$ cat src/rtl/alu_issue_queue.sv
// alu_issue_queue
// Command front-end for the 8-bit ALU stage. Commands from a valid/ready
// producer are buffered in a small FIFO. At most one per cycle is issued into
// a registered drive stage (S1) that feeds the ALU operand inputs. Each command
// is tracked through the ALU's one-cycle registered latency (S2). Results go
// back in order, tagged, through a response FIFO whose space is reserved
// before issue. Illegal opcodes and divide-by-zero are screened at issue time.
// For those, the ALU only ever sees the idle operation (AND of zeros).
//
// Ports
//   clk_i, rst_i         clock, synchronous active-high reset
//   cmd_valid_i/ready_o  command handshake (ready = not full and not in reset)
//   cmd_a_i, cmd_b_i     8-bit operands
//   cmd_op_i             0 add, 1 sub, 2 mul, 3 div, 4 and, 5 xor
//   cmd_cin_i            carry-in, used by add only
//   cmd_tag_i            caller tag echoed on the response
//   alu_*_o              registered ALU operand/opcode/carry drive
//   alu_result_i, alu_c_out_i, alu_z_flag_i   ALU registered outputs
//   rsp_valid_o/ready_i  response handshake
//   rsp_*_o              head-of-queue response fields (zero when empty)
//   cmd_count_o          command FIFO occupancy
module alu_issue_queue #(
  parameter int CMD_DEPTH = 4,
  parameter int RSP_DEPTH = 4,
  parameter int TAG_W     = 4
) (
  input  logic                       clk_i,
  input  logic                       rst_i,
  input  logic                       cmd_valid_i,
  output logic                       cmd_ready_o,
  input  logic [7:0]                 cmd_a_i,
  input  logic [7:0]                 cmd_b_i,
  input  logic [3:0]                 cmd_op_i,
  input  logic                       cmd_cin_i,
  input  logic [TAG_W-1:0]           cmd_tag_i,
  output logic [7:0]                 alu_a_o,
  output logic [7:0]                 alu_b_o,
  output logic [3:0]                 alu_op_code_o,
  output logic                       alu_c_in_o,
  input  logic [15:0]                alu_result_i,
  input  logic                       alu_c_out_i,
  input  logic                       alu_z_flag_i,
  output logic                       rsp_valid_o,
  input  logic                       rsp_ready_i,
  output logic [15:0]                rsp_result_o,
  output logic                       rsp_c_out_o,
  output logic                       rsp_z_flag_o,
  output logic                       rsp_err_o,
  output logic [TAG_W-1:0]           rsp_tag_o,
  output logic [$clog2(CMD_DEPTH):0] cmd_count_o
);

  localparam int CPW  = $clog2(CMD_DEPTH);
  localparam int RPW  = $clog2(RSP_DEPTH);
  localparam int CE_W = 21 + TAG_W;  // {tag, cin, op, b, a}
  localparam int RE_W = 19 + TAG_W;  // {err, z, c_out, tag, result}
  localparam logic [3:0] OP_ADD  = 4'd0;
  localparam logic [3:0] OP_DIV  = 4'd3;
  localparam logic [3:0] OP_IDLE = 4'd4;
  localparam logic [3:0] OP_MAX  = 4'd5;

  logic [CE_W-1:0]  cmd_mem_q [CMD_DEPTH];
  logic [CPW-1:0]   cmd_wr_q, cmd_wr_d, cmd_rd_q, cmd_rd_d;
  logic [CPW:0]     cmd_cnt_q, cmd_cnt_d;
  logic [RE_W-1:0]  rsp_mem_q [RSP_DEPTH];
  logic [RPW-1:0]   rsp_wr_q, rsp_wr_d, rsp_rd_q, rsp_rd_d;
  logic [RPW:0]     rsp_cnt_q, rsp_cnt_d;

  logic             s1_valid_q, s1_valid_d, s1_err_q, s1_err_d, s1_add_q, s1_add_d;
  logic [TAG_W-1:0] s1_tag_q, s1_tag_d;
  logic [7:0]       alu_a_q, alu_a_d, alu_b_q, alu_b_d;
  logic [3:0]       alu_op_q, alu_op_d;
  logic             alu_cin_q, alu_cin_d;
  logic             s2_valid_q, s2_err_q, s2_add_q;
  logic [TAG_W-1:0] s2_tag_q;

  logic             cmd_push, cmd_issue, rsp_pop, head_err;
  logic [CE_W-1:0]  head;
  logic [RE_W-1:0]  rsp_entry, rsp_head;
  logic [RPW+1:0]   committed;

  assign cmd_ready_o = !rst_i && (cmd_cnt_q != (CPW+1)'(CMD_DEPTH));
  assign cmd_push    = cmd_valid_i && cmd_ready_o;
  assign rsp_valid_o = (rsp_cnt_q != '0);
  assign rsp_pop     = rsp_valid_o && rsp_ready_i;
  assign head        = cmd_mem_q[cmd_rd_q];
  assign head_err    = (head[19:16] > OP_MAX) || ((head[19:16] == OP_DIV) && (head[15:8] == 8'd0));

  // Every command in S1/S2 owns a response slot, so a write can never find the FIFO full.
  assign committed = {1'b0, rsp_cnt_q} + (RPW+2)'(s1_valid_q) + (RPW+2)'(s2_valid_q);
  assign cmd_issue = (cmd_cnt_q != '0) && (committed < (RPW+2)'(RSP_DEPTH));

  // Flagged commands report all-ones with z cleared; carry-out means something only for add.
  assign rsp_entry = {s2_err_q,
                      s2_err_q ? 1'b0 : alu_z_flag_i,
                      s2_add_q & alu_c_out_i,
                      s2_tag_q,
                      s2_err_q ? 16'hFFFF : alu_result_i};
  assign rsp_head  = rsp_mem_q[rsp_rd_q];

  // Next-state for FIFO pointers/counts and the S1 issue register.
  always_comb begin
    cmd_wr_d   = cmd_wr_q;
    cmd_rd_d   = cmd_rd_q;
    rsp_wr_d   = rsp_wr_q;
    rsp_rd_d   = rsp_rd_q;
    cmd_cnt_d  = cmd_cnt_q + (CPW+1)'(cmd_push) - (CPW+1)'(cmd_issue);
    rsp_cnt_d  = rsp_cnt_q + (RPW+1)'(s2_valid_q) - (RPW+1)'(rsp_pop);
    s1_valid_d = cmd_issue;
    s1_tag_d   = '0;
    s1_err_d   = 1'b0;
    s1_add_d   = 1'b0;
    alu_a_d    = 8'd0;
    alu_b_d    = 8'd0;
    alu_op_d   = OP_IDLE;
    alu_cin_d  = 1'b0;
    if (cmd_push) begin
      cmd_wr_d = cmd_wr_q + CPW'(1);
    end else begin
      cmd_wr_d = cmd_wr_q;
    end
    if (s2_valid_q) begin
      rsp_wr_d = rsp_wr_q + RPW'(1);
    end else begin
      rsp_wr_d = rsp_wr_q;
    end
    if (rsp_pop) begin
      rsp_rd_d = rsp_rd_q + RPW'(1);
    end else begin
      rsp_rd_d = rsp_rd_q;
    end
    if (cmd_issue) begin
      cmd_rd_d = cmd_rd_q + CPW'(1);
      s1_tag_d = head[CE_W-1:21];
      s1_err_d = head_err;
      s1_add_d = (head[19:16] == OP_ADD);
      // A screened command keeps its slot in the pipeline but drives the idle op.
      if (!head_err) begin
        alu_a_d   = head[7:0];
        alu_b_d   = head[15:8];
        alu_op_d  = head[19:16];
        alu_cin_d = head[20] && (head[19:16] == OP_ADD);
      end else begin
        alu_op_d  = OP_IDLE;
      end
    end else begin
      cmd_rd_d = cmd_rd_q;
    end
  end

  // Control state, issue register and ALU-stage tracking, with synchronous reset.
  always_ff @(posedge clk_i) begin
    if (rst_i) begin
      cmd_wr_q   <= '0;
      cmd_rd_q   <= '0;
      cmd_cnt_q  <= '0;
      rsp_wr_q   <= '0;
      rsp_rd_q   <= '0;
      rsp_cnt_q  <= '0;
      s1_valid_q <= 1'b0;
      s1_tag_q   <= '0;
      s1_err_q   <= 1'b0;
      s1_add_q   <= 1'b0;
      alu_a_q    <= 8'd0;
      alu_b_q    <= 8'd0;
      alu_op_q   <= OP_IDLE;
      alu_cin_q  <= 1'b0;
      s2_valid_q <= 1'b0;
      s2_tag_q   <= '0;
      s2_err_q   <= 1'b0;
      s2_add_q   <= 1'b0;
    end else begin
      cmd_wr_q   <= cmd_wr_d;
      cmd_rd_q   <= cmd_rd_d;
      cmd_cnt_q  <= cmd_cnt_d;
      rsp_wr_q   <= rsp_wr_d;
      rsp_rd_q   <= rsp_rd_d;
      rsp_cnt_q  <= rsp_cnt_d;
      s1_valid_q <= s1_valid_d;
      s1_tag_q   <= s1_tag_d;
      s1_err_q   <= s1_err_d;
      s1_add_q   <= s1_add_d;
      alu_a_q    <= alu_a_d;
      alu_b_q    <= alu_b_d;
      alu_op_q   <= alu_op_d;
      alu_cin_q  <= alu_cin_d;
      s2_valid_q <= s1_valid_q;
      s2_tag_q   <= s1_tag_q;
      s2_err_q   <= s1_err_q;
      s2_add_q   <= s1_add_q;
    end
  end

  // FIFO storage; contents are only observed through valid pointers, so no reset.
  always_ff @(posedge clk_i) begin
    if (cmd_push) begin
      cmd_mem_q[cmd_wr_q] <= {cmd_tag_i, cmd_cin_i, cmd_op_i, cmd_b_i, cmd_a_i};
    end
    if (s2_valid_q) begin
      rsp_mem_q[rsp_wr_q] <= rsp_entry;
    end
  end

  // Head response fields; zero when empty so stale entries never show after reset.
  always_comb begin
    if (rsp_valid_o) begin
      rsp_result_o = rsp_head[15:0];
      rsp_tag_o    = rsp_head[TAG_W+15:16];
      rsp_c_out_o  = rsp_head[TAG_W+16];
      rsp_z_flag_o = rsp_head[TAG_W+17];
      rsp_err_o    = rsp_head[TAG_W+18];
    end else begin
      rsp_result_o = 16'd0;
      rsp_tag_o    = '0;
      rsp_c_out_o  = 1'b0;
      rsp_z_flag_o = 1'b0;
      rsp_err_o    = 1'b0;
    end
  end

  assign alu_a_o       = alu_a_q;
  assign alu_b_o       = alu_b_q;
  assign alu_op_code_o = alu_op_q;
  assign alu_c_in_o    = alu_cin_q;
  assign cmd_count_o   = cmd_cnt_q;

endmodule

$ cat config.mk
export PLATFORM = sky130hd
export DESIGN_NAME = alu_issue_queue
export DESIGN_NICKNAME = d
export VERILOG_FILES = /design/src/rtl/alu_issue_queue.sv
export SDC_FILE = /design/constraint.sdc
export NUM_CORES = 1
export LEC_CHECK = 0
export CORE_ASPECT_RATIO = 0.7
export CORE_UTILIZATION = 51
export CTS_CLUSTER_DIAMETER = 60
export DETAILED_ROUTE_END_ITERATION = 7
export GPL_TIMING_DRIVEN = 0
export PLACE_DENSITY = 0.76
export SLEW_MARGIN = 20
export SYNTH_ARGS = -nofsm -noshare
export SYNTH_HDL_FRONTEND = slang
export SYNTH_SLANG_ARGS = --single-unit
$ cat constraint.sdc
create_clock -name clk_i -period 2.26 [get_ports clk_i]
set_input_delay 0.452 -clock clk_i [delete_from_list [all_inputs] [get_ports clk_i]]
set_output_delay 0.452 -clock clk_i [all_outputs]
set_load 0.05 [all_outputs]
* Word level (Yosys, flattened, before mapping)
Memories as Yosys holds them, arrays and structs flattened. A register that Yosys moved wholly into a read port is not among the register bits.
Cells that the tools add are included.
** Storage, ports and cells
- Memories :: 2
- Output and inout bits :: 49
- Bits of input ports :: 47
- Register bits :: 49
- Word-level logic and storage cells :: 65
- Memory bits (writable) :: 192
** Operators by class
- Magnitude comparators :: 2
- Equal/unequal tests :: 2
- Muxes and demuxes :: 15
- $add $sub $neg :: 10
- Bitwise logic cells :: 2
- Reduce and logical (&&, ||, !) cells :: 14
** Memory list
- cmd_mem_q :: words 4, width 25, read ports 1, clocked after Yosys merged registers in 1, wr ports 1, line 62 : logic [CE_W-1:0] cmd_mem_q [CMD_DEPTH];
- rsp_mem_q :: words 4, width 23, read ports 1, clocked after Yosys merged registers in 1, wr ports 1, line 65 : logic [RE_W-1:0] rsp_mem_q [RSP_DEPTH];
** Operator list (number)
- 16-bit 2-to-1 mux :: 2
- 2-bit by 1-bit adder with 2-bit output, second input constant :: 4
- 8-bit zero test :: 1
- 1-bit 2-to-1 mux :: 8
- 2-bit 2-to-1 mux :: 4
- 3-bit by 1-bit adder with 3-bit output :: 2
- 1-bit logical AND :: 6
- 3-bit nonzero test :: 2
- 3-bit by 1-bit subtractor with 3-bit output :: 2
- 3-bit by 1-bit adder with 4-bit output :: 1
- 4-bit by 1-bit adder with 4-bit output :: 1
- 4-bit by 2-bit == test with 1-bit output, second input constant :: 1
- 4-bit by 3-bit > comparator with 1-bit output, second input constant :: 1
- 4-bit zero test :: 1
- 4-bit by 3-bit less-than comparator with 1-bit output, second input constant :: 1
- 4-bit 2-to-1 mux :: 1
- 3-bit != test, second input constant :: 1
- 3-bit OR reduction :: 1
- 2-bit OR reduction :: 1
- 1-bit bitwise AND :: 1
- 1-bit zero test :: 1
- 1-bit logical OR :: 1
- 1-bit NOT :: 1

* Logic depth before layout (Yosys ltp)
- Depth after elaboration :: 6
- Depth in mapped cells :: 9
- Gate-level depth less buffers :: 9

* Worst setup path before layout
Ideal clock, no wire load.
- Path type :: register to register
- From :: reg cmd_cnt_q[1] (netlist: cmd_count_o[1])
- To :: mem cmd_mem_q[1][0] in the netlist's numbering (enable)
- Data arrival time :: 2015 ps
- Setup slack :: -139 ps
- Required time :: 1876 ps
- Setup time :: 384 ps
- Buffers on the path :: 0
- Stages on the path, launching flop included :: 4
- Period minus slack after synthesis :: 2399 ps
- Path through :: dfxtp_1 nor2_1 a211oi_2 and2_1
** Between the ends
- Longest elaborated chain between the ends :: 5
** RTL lines
- from (decl) :: line 64 : logic [CPW:0] cmd_cnt_q, cmd_cnt_d;
- from (signal assigned) :: line 175 : cmd_cnt_q <= cmd_cnt_d;
- 3-bit != test :: line 82 : assign cmd_ready_o = !rst_i && (cmd_cnt_q != (CPW+1)'(CMD_DEPTH));
- 1-bit logical AND :: line 82
- 1-bit logical AND :: line 83 : assign cmd_push = cmd_valid_i && cmd_ready_o;
- 1-bit 2-to-1 mux :: line 196 : if (cmd_push) begin
- 1-bit 2-to-1 mux (not written as such) :: line 197 : cmd_mem_q[cmd_wr_q] <= {cmd_tag_i, cmd_cin_i, cmd_op_i, cmd_b_i, cmd_a_i};
- to (decl) :: line 62
No other way between the ends.

==> summary.txt <==
Run status
  • Run status: finished with violations
  • Failing checks: negative setup slack

Cells and area
  • Post-route cell area: 11500 sq um
  • Final Util: 65.8%
  • Multi-input gate area: 2400 sq um
  • Reg area: 6840 sq um
  • Layout overhead on the synthesized area: 24.0%
  • Number of diodes: 0
  • Share of layout cells above drive strength 1: 32.7%
  • Fillers: 1176
  • Layout Nets: 669

Clock network
  • Hold_buf cts: 0
  • Worst-Skew Late Latency: 0.50 ns
  • Clock-pin slew on the worst setup and hold paths: 0.06 ns
  • CTS sink cnt: 245
  • Htree depth: 1
  • Cts bufs inserted: 23
  • CTS Buffer Depth: 3
  • CTS tree: done
  • Clock root buffer: clkbuf_16

Synth
  • Mapped Cells: 481
  • Synth async-reset ratio: 0%
  • Yosys cell types: 40
  • Mapped Area: 9270 sq um
  • Syn avg cell area: 19.3 sq um
  • Top-count cell post-synth: edfxtp_1
  • Post-synth net total: 543
  • Synth top area share: 62.2%
  • Dominant cells by area after synthesis: edfxtp_1 (62%), dfxtp_1 (11%), mux4_2 (10%)
  • EDFF count, synth: 192
  • Ys flop type: edfxtp_1
  • Top cells by count, synth: edfxtp_1 (192), dfxtp_1 (53), mux4_2 (42)
  • Syn. warnings: 0
  • Synth area leader: edfxtp_1
  • Seq/Total Area, Yosys: 73.7%
  • FF+latch count, synth: 245

Critical path
  • Setup crit start kind: flop
  • WP data required: 1.81 ns
  • Crit Path Category: reg2out
  • Critical Path Fanout Max: 10
  • Endpoint class of the critical path: output pin
  • Arr. time, crit path: 1.92 ns

Routing
  • DRT Pass-1 Iters: 4
  • Routed WL: 16.8 mm
  • WL/cell: 19.6 um
  • Initial DRC Count: 224
  • DR vias: 4608
  • Avg Vias per Cell: 5.40
  • Remaining DRCs: 0
  • Routed Antenna Nets: 0

Global routing
  • Vias in the first global route: 4867
  • First-pass GRT wire length: 26.2 mm
  • Routing usage on met2: 30.5%
  • Met1 Use GR: 26.5%
  • Initial antenna violation count: 0
  • GR met3 Demand/Resource: 2.81%
  • Gr busiest metal: met2
  • GR Overflow Total: 0
  • Total GRT Usage: 18.6%
  • Pin count of the biggest net entering global routing: 26

Pwr
  • Leak: 3.96 nW
  • Pwr Density: 1250 nW/um^2
  • VDD IR max: 0.956 mV

Place
  • Dpl cell area: 10500 sq um
  • Post-DP HPWL: 10.7 mm
  • Gpl congestion: 0.742
  • Port buffer count: 94

Timing
  • Fin. Hold Viols: 0
  • Final Setup Violations: 23
  • Max Slew Vio Count: 0
  • Final WS setup: -0.111 ns
  • Minimum clock period after layout: 2.37 ns
  • Worst slew pin tran: 0.719 ns
  • RSZ-0062 raised after global routing: true
  • Clk_skew: 0.00846 ns
  • Post-route clock period utilization: 105%
  • Fin Setup TNS: -1.61 ns
  • Fmax: 422 MHz
  • Normalized max-slew margin: 52.1%

Die
  • Vert. Die Dim: 115 um
  • # rows: 40
  • Die area: 18700 sq um
  • Initial core utilization: 53.1%
  • # IOs: 96
  • Core area: 17500 sq um
  • DIE WIDTH: 163 um

Job
  • Max Cap Viol: 0

Min path
  • Hold Crit Class: in2reg
-- metrics by stage --
step           std cells  power [mW]  hold slack, ns  setup slack (ns)
2_1_floorplan        481        8.83           0.414           0.00615
3_3_place_gp         806        10.1           0.439            -0.642
3_5_place_dp         806        10.2           0.435            -0.636
4_1_cts              846        14.2           0.382            -0.144
5_1_grt              854        15.0           0.322            -0.165
6_report             854        14.4           0.317            -0.111
-- cells in the final DEF, fill, tap and decap left out, types with 10 or more instances in the layout --
cell type        netlist  routed
and2_4                 0      24
buf_4                  0      12
buf_6                  3      26
clkbuf_1              11      10
clkbuf_16              0      23
clkdlybuf4s50_1        0      67
dfxtp_1               53      46
edfxtp_1             192     192
ha_1                  13      10
inv_1                 13      13
mux4_2                42      42
nor2_1                11      11
nor2b_1               23      23
nor3b_2               10      10
or2_2                 16      16
-- where the power goes --
part           switching [mW]  total, mW  internal [mW]
sequential              0.245       5.62           5.37
combinational            2.82       5.13           2.31
clock                    1.54       3.67           2.12
-- metal layers --
layer  share of wire, %  up-vias
li1                   -     2106
met1                 46     2399
met2                 49       81
met3                3.3       22
met4                1.5        0
met5                  0        -
-- cell families after synthesis --
group,Yosys count,share of synthesized area (%)
simple gates,114,8.40
fa+ha+maj,15,2.19
other cells,1,0.0405
compound gates,15,1.11
xor+xnor,8,0.756
buf+inv,34,1.85
flops,245,73.7
mux,49,12.0
-- final timing paths --
check          startpoint         endpoint  slack, ns  cells past startpoint
max                  flop  rsp_result_o[9]      -0.11                      4
min reg2reg      s1_err_q         s2_err_q       0.44                      1
min                 rst_i     rsp_cnt_q[0]       0.32                      2
max reg2reg  rsp_cnt_q[1]   cmd_count_o[1]       0.07                      8
-- flip-flops by register name, summed over array words and instances, names as in the netlist, 4 cells and up, named ones only --
signal and flops:
alu_a_o 8, alu_b_o 8, alu_op_code_o 4, cmd_mem_q 100, rsp_mem_q 92, s1_tag_q 4, s2_tag_q 4
-- layout make-up --
cell class / count / share of cell area (%)
sequential: 245 / 59.5
timing repair buffer: 104 / 9.01
multi-input combinational: 202 / 20.9
tap: 231 / 2.51
clock buffer: 34 / 5.71
clock inverter: 7 / 0.522
inverter: 13 / 0.424
buffer: 18 / 1.38
-- what timing repair did --
item / 4_1_cts / 5_1_grt
buffers inserted: 2 / 8
pin swaps: 2 / 4
gates resized for setup: 207 / 28
setup endpoints to repair: 44 / 133
-- worst max-delay path, stage by stage, from the launching register on --
cell and delay, ns:
dfxtp_4 0.40, buf_12 0.16, mux4_2 0.52, and2_4 0.19
buf_6 0.15
Note: power is estimated with default switching activity, not from simulation.
